<file path="src/rtl/param_counter.sv">
// Presettable modulo-N up/down counter with 74x163/190-style cascade enables,
// a wrap pulse and sticky overflow / bad-load flags.
module param_counter #(
  parameter int unsigned     WIDTH   = 4,
  parameter longint unsigned MODULUS = 16
) (
  input  logic             CP,
  input  logic             CR,
  input  logic             SR,
  input  logic             LD,
  input  logic             CTP,
  input  logic             CTT,
  input  logic             UD,
  input  logic [WIDTH-1:0] D,
  output logic [WIDTH-1:0] Q,
  output logic             Co,
  output logic             WRAP,
  output logic             OVF,
  output logic             ERR
);

  // One extra bit so MODULUS == 2^WIDTH is representable for the load range check.
  localparam logic [WIDTH-1:0] QMAX    = WIDTH'(MODULUS - 64'd1);
  localparam logic [WIDTH:0]   MOD_EXT = (WIDTH+1)'(MODULUS);

  logic [WIDTH-1:0] q_q, q_d;
  logic             wrap_q, wrap_d;
  logic             ovf_q, ovf_d;
  logic             err_q, err_d;
  logic             at_max, at_min, d_oor;

  assign at_max = (q_q == QMAX);
  assign at_min = (q_q == '0);
  assign d_oor  = ({1'b0, D} >= MOD_EXT);

  always_comb begin
    q_d    = q_q;
    wrap_d = 1'b0;
    ovf_d  = ovf_q;
    err_d  = err_q;
    if (!SR) begin
      q_d   = '0;
      ovf_d = 1'b0;
      err_d = 1'b0;
    end else if (!LD) begin
      if (d_oor) begin
        q_d   = '0;
        err_d = 1'b1;
      end else begin
        q_d = D;
      end
    end else if (CTP && CTT) begin
      if (UD) begin
        q_d    = at_max ? '0 : q_q + WIDTH'(1);
        wrap_d = at_max;
      end else begin
        q_d    = at_min ? QMAX : q_q - WIDTH'(1);
        wrap_d = at_min;
      end
      if (wrap_d) ovf_d = 1'b1;
    end
  end

  always_ff @(posedge CP or negedge CR) begin
    if (!CR) begin
      q_q    <= '0;
      wrap_q <= 1'b0;
      ovf_q  <= 1'b0;
      err_q  <= 1'b0;
    end else begin
      q_q    <= q_d;
      wrap_q <= wrap_d;
      ovf_q  <= ovf_d;
      err_q  <= err_d;
    end
  end

  // Terminal count is combinational so a cascade ripples within the same cycle.
  assign Co   = CTT & (UD ? at_max : at_min);
  assign Q    = q_q;
  assign WRAP = wrap_q;
  assign OVF  = ovf_q;
  assign ERR  = err_q;

endmodule

</file>
<file path="config.mk">
export PLATFORM = sky130hd
export DESIGN_NAME = param_counter
export DESIGN_NICKNAME = d
export VERILOG_FILES = /design/src/rtl/param_counter.sv
export SDC_FILE = /design/constraint.sdc
export NUM_CORES = 1
export LEC_CHECK = 0
export CAP_MARGIN = 20
export CORE_AREA = 4 4 41 43
export DETAILED_ROUTE_END_ITERATION = 12
export DIE_AREA = 0 0 45 47
export PLACE_DENSITY = 0.69
export SYNTH_ARGS = -nofsm -noshare
export SYNTH_HDL_FRONTEND = slang
export SYNTH_SLANG_ARGS = --single-unit
</file>
<file path="constraint.sdc">
create_clock -name CP -period 3.8 [get_ports CP]
set_input_delay 0.38 -clock CP [delete_from_list [all_inputs] [get_ports CP]]
set_output_delay 0.38 -clock CP [all_outputs]
set_load 0.01 [all_outputs]
</file>
# After elaboration in Yosys (flattened, before gate mapping)
# Cells that the tools add are included.
# op_classes
reduce_logical,3
bitwise,1
eq_ne,5
muxes,17
addsub,2
# ops
op,count
4-bit two-way mux,6
1-bit two-way mux,11
"2-bit by 1-bit inequality test with 1-bit output, second input constant",3
"4-bit by 1-bit adder with 4-bit output, second input constant",1
"4-bit equality test, second input constant",1
4-bit zero test,1
"4-bit by 1-bit subtractor with 4-bit output, second input constant",1
"3-bit by 2-bit inequality test with 1-bit output, second input constant",1
3-bit AND reduction,1
1-bit bitwise AND,1
1-bit logical AND,1
# word_totals
out_inout_bits,8
input_bits,11
register_bits,6

# Longest topological paths before layout
# Gate-level depths: netlist (run 1).
# logic_depth
word_depth,9
mapped_depth,6
depth_no_buf,6

# Least setup slack after synthesis (run 1)
# No wires, ideal clock.
# synth_timing
path_kind,register to register
from,"register q_q[0], in the netlist Q[0]"
to,"register wrap_q, in the netlist WRAP"
setup_time_ns,0.066
required_ns,3.734
path_stages_with_launch,7
setup_slack_ns,2.031
arrival_ns,1.703
cell_sequence,dfrtp_1 > inv_1 > ha_1 > or4b_1 > a21boi_1 > and3_1 > and2_1
# synth_via
elab_chain_len,8
# synth_lines
element,line,text
"start, declared",26,"logic [WIDTH-1:0] q_q, q_d;"
"start signal, assigned",71,q_q <= q_d;
4-bit equality test / 4-bit zero test (equally long branches),"32, 33",
1-bit two-way mux *,53,if (UD) begin
1-bit two-way mux *,52,end else if (CTP && CTT) begin
1-bit two-way mux *,45,end else if (!LD) begin
1-bit two-way mux *,41,if (!SR) begin
1-bit two-way mux *,52,
1-bit two-way mux *,45,
1-bit two-way mux *,41,
via wrap_d,27,"logic wrap_q, wrap_d;"
"end signal, assigned",72,wrap_q <= wrap_d;
"end, declared",27,
# The timed path passes the listed nets; every way through them passes the cells marked *. The select of a mux whose other input is x is not followed.
# A chain may end at the register's enable or synchronous reset.

# Worst setup path after layout (run 1)
# layout_timing
from,"register q_q[0], in the netlist Q[0]"
to,output Co
# layout_via
elab_chain_len,3
# layout_lines
element,line,text
4-bit equality test / 4-bit zero test (equally long branches),"32, 33",
1-bit two-way mux *,79,assign Co = CTT & (UD ? at_max : at_min);
1-bit bitwise AND *,79,
"end, declared",16,"output logic Co,"
# Mark *: on every way between the ends. The rest lies on a longest branch, timed or not.

==> reports/qor.yml, run 1 <==
run_status:
  status: "completed"
setup_path:
  critPathKind: "reg -> out"
  worst-path-max-fanout: 7
  crit_arrival_ns: 2.16
  cp_top_family: "buffers and inverters"
  cp-start-kind: "flop"
  crit_path_max_incr_delay_ns: 0.56
  cp_slowest_cell: "clkdlybuf4s50_1"
  cp-end-kind: "output pin"
  required_ns: 3.42
  path_cells: "inv_1 > ha_1 > or4b_1 > a21boi_1 > clkdlybuf4s50_1"
  worst-path-buf-inv: 2
detailed_routing:
  vias_per_cell: 5.18
  drcViolationCount: 0
  routed_wl_um: 980
  routed-wl-met2_um: 437
  drtPass1Iterations: 2
  top_layer_used: "met3"
  initialDrtViolationCount: 2
  dr_wl_met3_um: 77
  wl_per_cell_um: 12.4
  wl_met1_um: 465
  num_vias: 409
  ant_nets: 0
clocking:
  clk_pin_slew_ns: 0.04
  clock-sinks: 6
  clock_latency_ns: 0.24
  clockBufferDepth: 2
  h-tree-depth: 1
  post_cts_resized: 0
  cts_tree: "yes"
  hold_buffers: 0
  cts-buffers-inserted: 3
  root_buffer: "clkbuf_4"
  cts_setup_buffers: 0
timing:
  hold_viol_final: 0
  slew_viol_final: 0
  period_share: 0.669
  rsz0062_at_grt: "no"
  period_needed_ns: 2.54
  finalSetupViolations: 0
  skew_ns: 0.00178
  max_freq_mhz: 394
  finalSetupTns_ns: 0
layout:
  nNetsFinal: 79
  final_common_cell: "clkdlybuf4s50_1"
  syn_to_final_growth_pct: 47.2
  utilization: 0.480
  drive_above_1_share: 0.0938
  nFillCells: 141
  seq_area_um2: 150
  multi_input_area_um2: 251
  n_antenna_cell: 0
  final_cell_mix: "17 x clkdlybuf4s50_1, 6 x dfrtp_1"
global_routing:
  gr-usage-all-layers: 0.103
  grt_pass1_wl_um: 1590
  grt_antenna_before_repair: 0
  grt_pass1_vias: 389
  overflow: 0
  grt_max_degree: 11
logic_synthesis:
  syn_nets: 59
  yosysTopAreaCell: "dfrtp_1"
  yosys_warnings: 0
  synth_top_area_share: 0.354
  ys_seq_area_frac: 0.354
  synth_area_um2: 424
  ys_ff_latch: 6
  synth_area_leaders: "dfrtp_1 35%, xnor2_1 6.2%, ha_1 5.9%"
  syn-instance-count: 46
  avgSynthCellArea_um2: 9.22
  yosys.cell_types.count: 29
floorplanning:
  core_area_um2: 1300
  dieWidth_um: 45
  die_h_um: 47
  num_rows: 13
  start_util: 0.326
  ios: 19
  die_area_um2: 2120
pwr:
  powerDensity_nw_per_um2: 294
  power_mw: 0.183
  p_leak_nw: 0.268
  vdd_drop_max_mv: 0.135
run:
  cap_violations: 0
placement:
  place.port_buffers: 17
  gp_congestion: 0.734
  hpwl_um: 763
min_path:
  hp-class: "in -> async"
==> metrics by stage <==
step           area (µm²)  setup WS, ns  instances  hold slack [ns]
2_1_floorplan         424          2.03         46           0.0844
3_3_place_gp          602          1.31         76            0.485
3_5_place_dp          602          1.27         76            0.487
4_1_cts               624          1.24         79            0.382
5_1_grt               624          1.15         79            0.387
6_report              624          1.26         79            0.382
==> state kept, by name (all words and copies together) (netlist names) <==
register  cells
Q             4
WRAP          1
OVF           1
==> routing by layer <==
| metal | vias to the layer above | track usage |
|---|---|---|
| li1 | 204 | - |
| met1 | 192 | 0.126 |
| met2 | 13 | 0.161 |
| met3 | 0 | 0.0230 |
| met4 | 0 | 0.0702 |
| met5 | - | 0 |
==> power breakdown <==
part / switching, mW / internal, mW / leakage [nW] / total (mW)
Combinational: 0.0206 / 0.0303 / 0.174 / 0.0509
Sequential: 0.00637 / 0.0677 / 0.0797 / 0.0741
Clock: 0.0227 / 0.0357 / 0.0138 / 0.0584
Total: 0.0497 / 0.134 / 0.268 / 0.183
==> layout make-up <==
class | count | share of cell area
Sequential cell | 6 | 0.240
Tap cell | 15 | 0.0301
Multi-Input combinational cell | 35 | 0.403
Inverter | 3 | 0.0180
Clock buffer | 3 | 0.0361
Timing Repair Buffer | 17 | 0.273
==> final timing paths <==
check	from	endpoint	slack, ns	cells past startpoint
min in group CP	OVF	OVF	0.50	1
max in group asynchronous	CR	Q[1]	3.20	1
setup reg to reg	Q[0]	WRAP	2.04	6
setup / recovery	Q[0]	Co	1.26	5
hold reg to reg	OVF	OVF	0.50	1
hold / removal	CR	Q[2]	0.38	1
==> synth_stat cells (all sizes together) <==
cell type  number
mux2i           1
a31oi           1
nor2            2
buf             1
and2            2
a311o           1
or4b            1
o211ai          1
or4             1
a21oi           2
conb            1
nand2           3
o211a           2
nor2b           1
o21ai           3
dfrtp           6
or3             1
a221oi          1
o21a            1
clkbuf          1
and3            1
o21bai          1
ha              2
nand4           1
a21boi          2
xnor2           3
inv             3
==> cell families (layout without fill, tap and decap cells) <==
family,Yosys count,in the layout,synth area share
adders and majority gates,2,2,0.0590
buffers and inverters,5,23,0.0531
xor gates and xnor gates,3,3,0.0620
and+or+nand+nor,13,13,0.177
AOI/OAI and AO/OA,15,15,0.263
DFF,6,6,0.354
muxes,1,1,0.0236
other,1,1,0.00884
No activity file was read; power rests on OpenSTA's default activity.
==> run 2: changes to the inputs <==
Clock period 3.8 ns to 2.4 ns, I/O delays scaled along.
==> run 2 against run 1 <==
Hold slack got worse by 0.14 ns. Combinational power up 69%. Sequential share of layout area down 0.79 points. Largest cell class unchanged. Largest power group unchanged. Highest routed layer is now met4.
==> reports/qor.yml, run 2 (synthesized netlist as in run 1, its figures left out) <==
timing:
  finalSetupViolations: 0  # unchanged
  skew_ns: 0.00367  # +0.00189 ns
  finalSetupTns_ns: 0  # unchanged
  period_needed_ns: 1.97
  max_freq_mhz: 508
  hold_viol_final: 0  # unchanged
  slew_viol_final: 0  # unchanged
  period_share: 0.820
  rsz0062_at_grt: "no"
layout:
  largest_register_ffs: 4  # unchanged
  final_common_cell: "clkdlybuf4s50_1"
  seq_area_um2: 150  # unchanged
  nFillCells: 143  # +1.4%
  fin_area_um2: 646  # +3.4%
  drive_above_1_share: 0.136  # +0.0426
  final_cell_mix: "16 x clkdlybuf4s50_1, 6 x dfrtp_1"
  syn_to_final_growth_pct: 52.2
  n_antenna_cell: 0  # unchanged
  multi_input_area_um2: 255  # +1.5%
  nNetsFinal: 81  # +2.5%
detailed_routing:
  wl_per_cell_um: 11.8  # -5.3%
  routed_wl_um: 952  # -2.9%
  initialDrtViolationCount: 6  # +4
  vias_per_cell: 5.12  # -1.0%
  drcViolationCount: 0  # unchanged
  num_vias: 415  # +1.5%
  ant_nets: 0  # unchanged
  drtPass1Iterations: 2  # unchanged
setup_path:
  cp_slowest_cell: "or4b_1"
  cp-end-kind: "output pin"
  crit_arrival_ns: 1.73  # -0.43 ns
  critPathKind: "reg -> out"
  required_ns: 2.16  # -1.26 ns
  cp-start-kind: "flop"
  worst-path-max-fanout: 6  # -1
  crit_path_max_incr_delay_ns: 0.46  # -0.10 ns
  path_cells: "inv_1 > ha_1 > or4b_1 > a21boi_2 > dlymetal6s2s_1"
floorplanning:
  num_rows: 13  # unchanged
  die_h_um: 47  # unchanged
  ios: 19  # unchanged
  die_area_um2: 2120  # unchanged
  start_util: 0.326  # unchanged
  core_area_um2: 1300  # unchanged
  dieWidth_um: 45  # unchanged
clocking:
  root_buffer: "clkbuf_4"
  clock-sinks: 6  # unchanged
  clk_pin_slew_ns: 0.05  # about the same
  h-tree-depth: 1  # unchanged
  clockBufferDepth: 2  # unchanged
  cts_tree: "yes"
  clock_latency_ns: 0.24  # about the same
  cts-buffers-inserted: 3  # unchanged
pwr:
  power.switching_mw: 0.0795  # +60%
  p_leak_nw: 0.295  # +10%
  p_comb_frac: 0.292  # +0.014
  p_int_mw: 0.215  # +61%
  pwr-share-clk: 0.317  # about the same
  sequentialPowerShare: 0.391  # -0.013
  power_mw: 0.294  # +60%
  p_sw_frac: 0.270  # -0.000664
  powerDensity_nw_per_um2: 456  # +55%
  vdd_drop_max_mv: 0.247  # +83%
placement:
  dpl_cell_area_um2: 617  # +2.5%
  place.port_buffers: 17  # unchanged
  hpwl_um: 758  # -0.66%
  gp_congestion: 0.656  # -11%
global_routing:
  gr-usage-all-layers: 0.107  # +0.00444
  grt_pass1_vias: 382  # -1.8%
  grt_max_degree: 11  # unchanged
  grt_pass1_wl_um: 1600  # +0.82%
  overflow: 0  # unchanged
  grt_antenna_before_repair: 0  # unchanged
min_path:
  hp-class: "in -> async"
run:
  cap_violations: 0  # unchanged
run_status:
  status: "completed"
run 2: layout make-up:
cell class / instances / area share
Multi-Input combinational cell: 35 / 0.395
Clock buffer: 3 / 0.0349
Tap cell: 15 / 0.0291
Timing Repair Buffer: 19 / 0.291
Inverter: 3 / 0.0174
Sequential cell: 6 / 0.233
run 2: worst paths after layout:
kind                        end  slack (ns)  cells past startpoint  startpoint
setup / recovery             Co        0.43                      5        Q[1]
hold / removal              OVF        0.24                      1          CR
setup reg to reg           WRAP        0.67                      6        Q[1]
hold reg to reg             OVF        0.49                      1         OVF
max in group asynchronous  Q[2]        1.93                      1          CR
min in group CP             OVF        0.49                      1         OVF
run 2: worst max-delay path: cells and delay by family (launching register included):
family	cells	cell delay, ns
adder cells (fa/ha/maj)	1	0.18
AO/OA/AOI/OAI	1	0.16
buffers and inverters	2	0.27
flip-flops	1	0.42
AND/OR/NAND/NOR	1	0.46
run 2: power by group through the flow:
stage | clock (mW) | sequential, mW | combinational [mW]
after floorplan | 0 | 0.120 | 0.0398
after detailed placement | 0 | 0.117 | 0.0860
after CTS | 0.0998 | 0.115 | 0.0867
after global routing | 0.107 | 0.116 | 0.0946
final | 0.0932 | 0.115 | 0.0860
after global placement | 0 | 0.117 | 0.0860
run 2: routing by layer:
metal  vias up  routed length [µm]  share of wire  track usage
met5         -                   0              0            0
met4         0                  22          0.023       0.0877
met3         2                  88          0.092       0.0345
met2        15                 422           0.44        0.141
met1       191                 419           0.44        0.141
li1        207                   -              -            -
run 2: repair_timing:
item	4_1_cts	5_1_grt
setup buffers	0	0
hold buffers	0	0
endpoints found under the hold margin	0	0
endpoints found under the setup margin	0	1
resized for setup	0	2
run 2: through the flow:
stage / hold slack [ns] / setup slack [ns] / utilization / cells
after floorplan: -0.0556 / 0.631 / - / 46
after global placement: 0.481 / 0.299 / 0.474 / 78
after detailed placement: 0.484 / 0.286 / 0.474 / 78
after CTS: 0.245 / 0.00897 / 0.491 / 81
after global routing: 0.245 / 0.255 / 0.496 / 81
final: 0.245 / 0.432 / 0.496 / 81
==> run 3: changes to the inputs <==
Clock period 2.4 ns to 1.9 ns, I/O delays scaled along.
==> run 3 against run 2 <==
Global-route usage grew 1.9 points. Hold slack got worse by 0.057 ns. Wire length increased by 18%. Critical path depth is the same. Largest power group unchanged. Register-to-register slack lost 0.42 ns. Via count increased by 3.1%. Sequential power rose by 22%. Highest routed layer unchanged. Sequential share of layout area fell by 1.6 points. Worst setup slack got worse by 0.32 ns. Critical path type unchanged. Power up 34%. Final cell count is 6.2% higher. Combinational power up 57%.
==> reports/qor.yml, run 3 (synthesized netlist as in run 1, its figures left out) <==
placement:
  gp_congestion: 0.740  # +13%
  place.port_buffers: 17  # unchanged
  post-place-ws_ns: -0.157  # -0.444 ns
  hpwl_um: 856  # +13%
layout:
  syn_to_final_growth_pct: 63.1
  final_cell_mix: "16 x clkdlybuf4s50_1, 7 x buf_4, 6 x dfrtp_1"
  nFillCells: 138  # -3.5%
  drive_above_1_share: 0.268  # +0.131
  multi_input_area_um2: 272  # +6.4%
  seq_area_um2: 150  # unchanged
  largest_register_ffs: 4  # unchanged
  nNetsFinal: 86  # +6.2%
  n_antenna_cell: 0  # unchanged
  final_common_cell: "clkdlybuf4s50_1"
floorplanning:
  die_area_um2: 2120  # unchanged
  ios: 19  # unchanged
  die_h_um: 47  # unchanged
  num_rows: 13  # unchanged
  core_area_um2: 1300  # unchanged
  start_util: 0.326  # unchanged
  dieWidth_um: 45  # unchanged
pwr:
  p_int_mw: 0.285  # +33%
  power.switching_mw: 0.109  # +37%
  power_mw: 0.394  # +34%
  powerDensity_nw_per_um2: 569  # +25%
  p_comb_frac: 0.344  # +0.052
  vdd_drop_max_mv: 0.285  # +16%
  pwr-share-clk: 0.301  # -0.016
  p_sw_frac: 0.276  # +0.00615
  p_leak_nw: 0.306  # +3.8%
  sequentialPowerShare: 0.355  # -0.036
setup_path:
  cp_top_family: "simple AND/OR/NAND/NOR gates"
  crit_arrival_ns: 1.60  # -0.13 ns
  reg2reg_depth: 4  # -2
  crit_path_max_incr_delay_ns: 0.46  # about the same
  worst-path-buf-inv: 2  # unchanged
  crit_cells: 5  # unchanged
  cp_slowest_cell: "or4b_4"
  cp-start-kind: "flop"
  cp-end-kind: "output pin"
  required_ns: 1.71  # -0.45 ns
  crit_end: "Co"
  crit_path_start: "Q[0]"
  reg2reg_to: "Q[3]"
  critPathKind: "reg -> out"
  path_cells: "inv_2 > ha_4 > or4b_4 > a21boi_2 > buf_2"
  worst-path-max-fanout: 3  # -3
  r2r_slack_ns: 0.25  # -0.42 ns
  r2r-start: "Q[3]"
clocking:
  clockBufferDepth: 2  # unchanged
  cts-buffers-inserted: 3  # unchanged
  hold_buffers: 0  # unchanged
  root_buffer: "clkbuf_4"
  clk_pin_slew_ns: 0.05  # about the same
  clock_latency_ns: 0.25  # about the same
  clock-sinks: 6  # unchanged
  h-tree-depth: 1  # unchanged
  cts_tree: "yes"
  cts_setup_buffers: 0  # unchanged
global_routing:
  overflow: 0  # unchanged
  grt_max_degree: 9  # -2
  grt_pass1_vias: 414  # +8.4%
  gr-usage-all-layers: 0.126  # +0.0190
  grt_antenna_before_repair: 0  # unchanged
  grt_pass1_wl_um: 1840  # +15%
detailed_routing:
  vias_per_cell: 4.98  # -2.9%
  drcViolationCount: 0  # unchanged
  num_vias: 428  # +3.1%
  routed_wl_um: 1120  # +18%
  initialDrtViolationCount: 0  # -6
  wl_per_cell_um: 13.0  # +11%
  drtPass1Iterations: 1  # -1
  ant_nets: 0  # unchanged
timing:
  hold_viol_final: 0  # unchanged
  finalSetupViolations: 0  # unchanged
  skew_ns: 0.00287  # -0.000794 ns
  slew_viol_final: 0  # unchanged
  max_freq_mhz: 559
  period_share: 0.942
  period_needed_ns: 1.79
  setup_ws_ns: 0.110  # -0.321 ns
  rsz0062_at_grt: "no"
run:
  cap_violations: 0  # unchanged
min_path:
  hp-class: "in -> async"
run_status:
  status: "completed"
run 3: changes by cell type in the layout (fill, tap and decap cells not counted), sizes merged:
cell,delta
dlymetal6s2s,-1
buf,+6
run 3: through the flow:
| stage | util | TNS (ns) | cells | hold slack, ns | instance area, µm² |
|---|---|---|---|---|---|
| floorplan | - | 0 | 46 | -0.106 | 424 |
| global placement | 0.503 | -0.0900 | 83 | 0.449 | 654 |
| detailed placement | 0.503 | -0.157 | 83 | 0.456 | 654 |
| CTS | 0.524 | 0 | 86 | 0.182 | 682 |
| global route | 0.532 | 0 | 86 | 0.197 | 692 |
| finish | 0.532 | 0 | 86 | 0.187 | 692 |
run 3: power groups by stage:
stage / Clock, mW / Sequential [mW] / Combinational (mW)
4_1_cts: 0.126 / 0.139 / 0.131
6_report: 0.119 / 0.140 / 0.135
3_3_place_gp: 0 / 0.141 / 0.126
5_1_grt: 0.132 / 0.141 / 0.148
2_1_floorplan: 0 / 0.151 / 0.0503
3_5_place_dp: 0 / 0.141 / 0.128
run 3: layout make-up:
cell class	instances	area share
multi-input combinational	35	0.392
sequential	6	0.217
inverter	3	0.0163
clock buffer	3	0.0325
tap	15	0.0271
timing repair buffer	24	0.315
run 3: worst min-delay path by stage:
stage               start   end  slack (ns)
floorplan              CR   OVF       -0.11
detailed placement     CR   OVF        0.46
global placement       CR   OVF        0.45
CTS                    CR  Q[3]        0.18
global route           CR  Q[3]        0.20
finish                 CR  Q[3]        0.19
run 3: what timing repair did:
item,4_1_cts,5_1_grt
pin swaps,1,1
gates resized for setup,7,3
endpoints found under the setup margin,1,1
run 3: per-layer routing:
metal,vias up,GRT usage,share of wire
met5,-,0,0
met4,0,0.105,0.029
met3,3,0.0345,0.076
met2,16,0.192,0.48
met1,194,0.147,0.42
li1,215,-,-
run 3: worst register-to-register path: stages, from the launching register on:
cell      delay, ns
dfrtp_1        0.38
buf_4          0.16
or4_1          0.52
a311o_1        0.39
a21boi_2       0.13
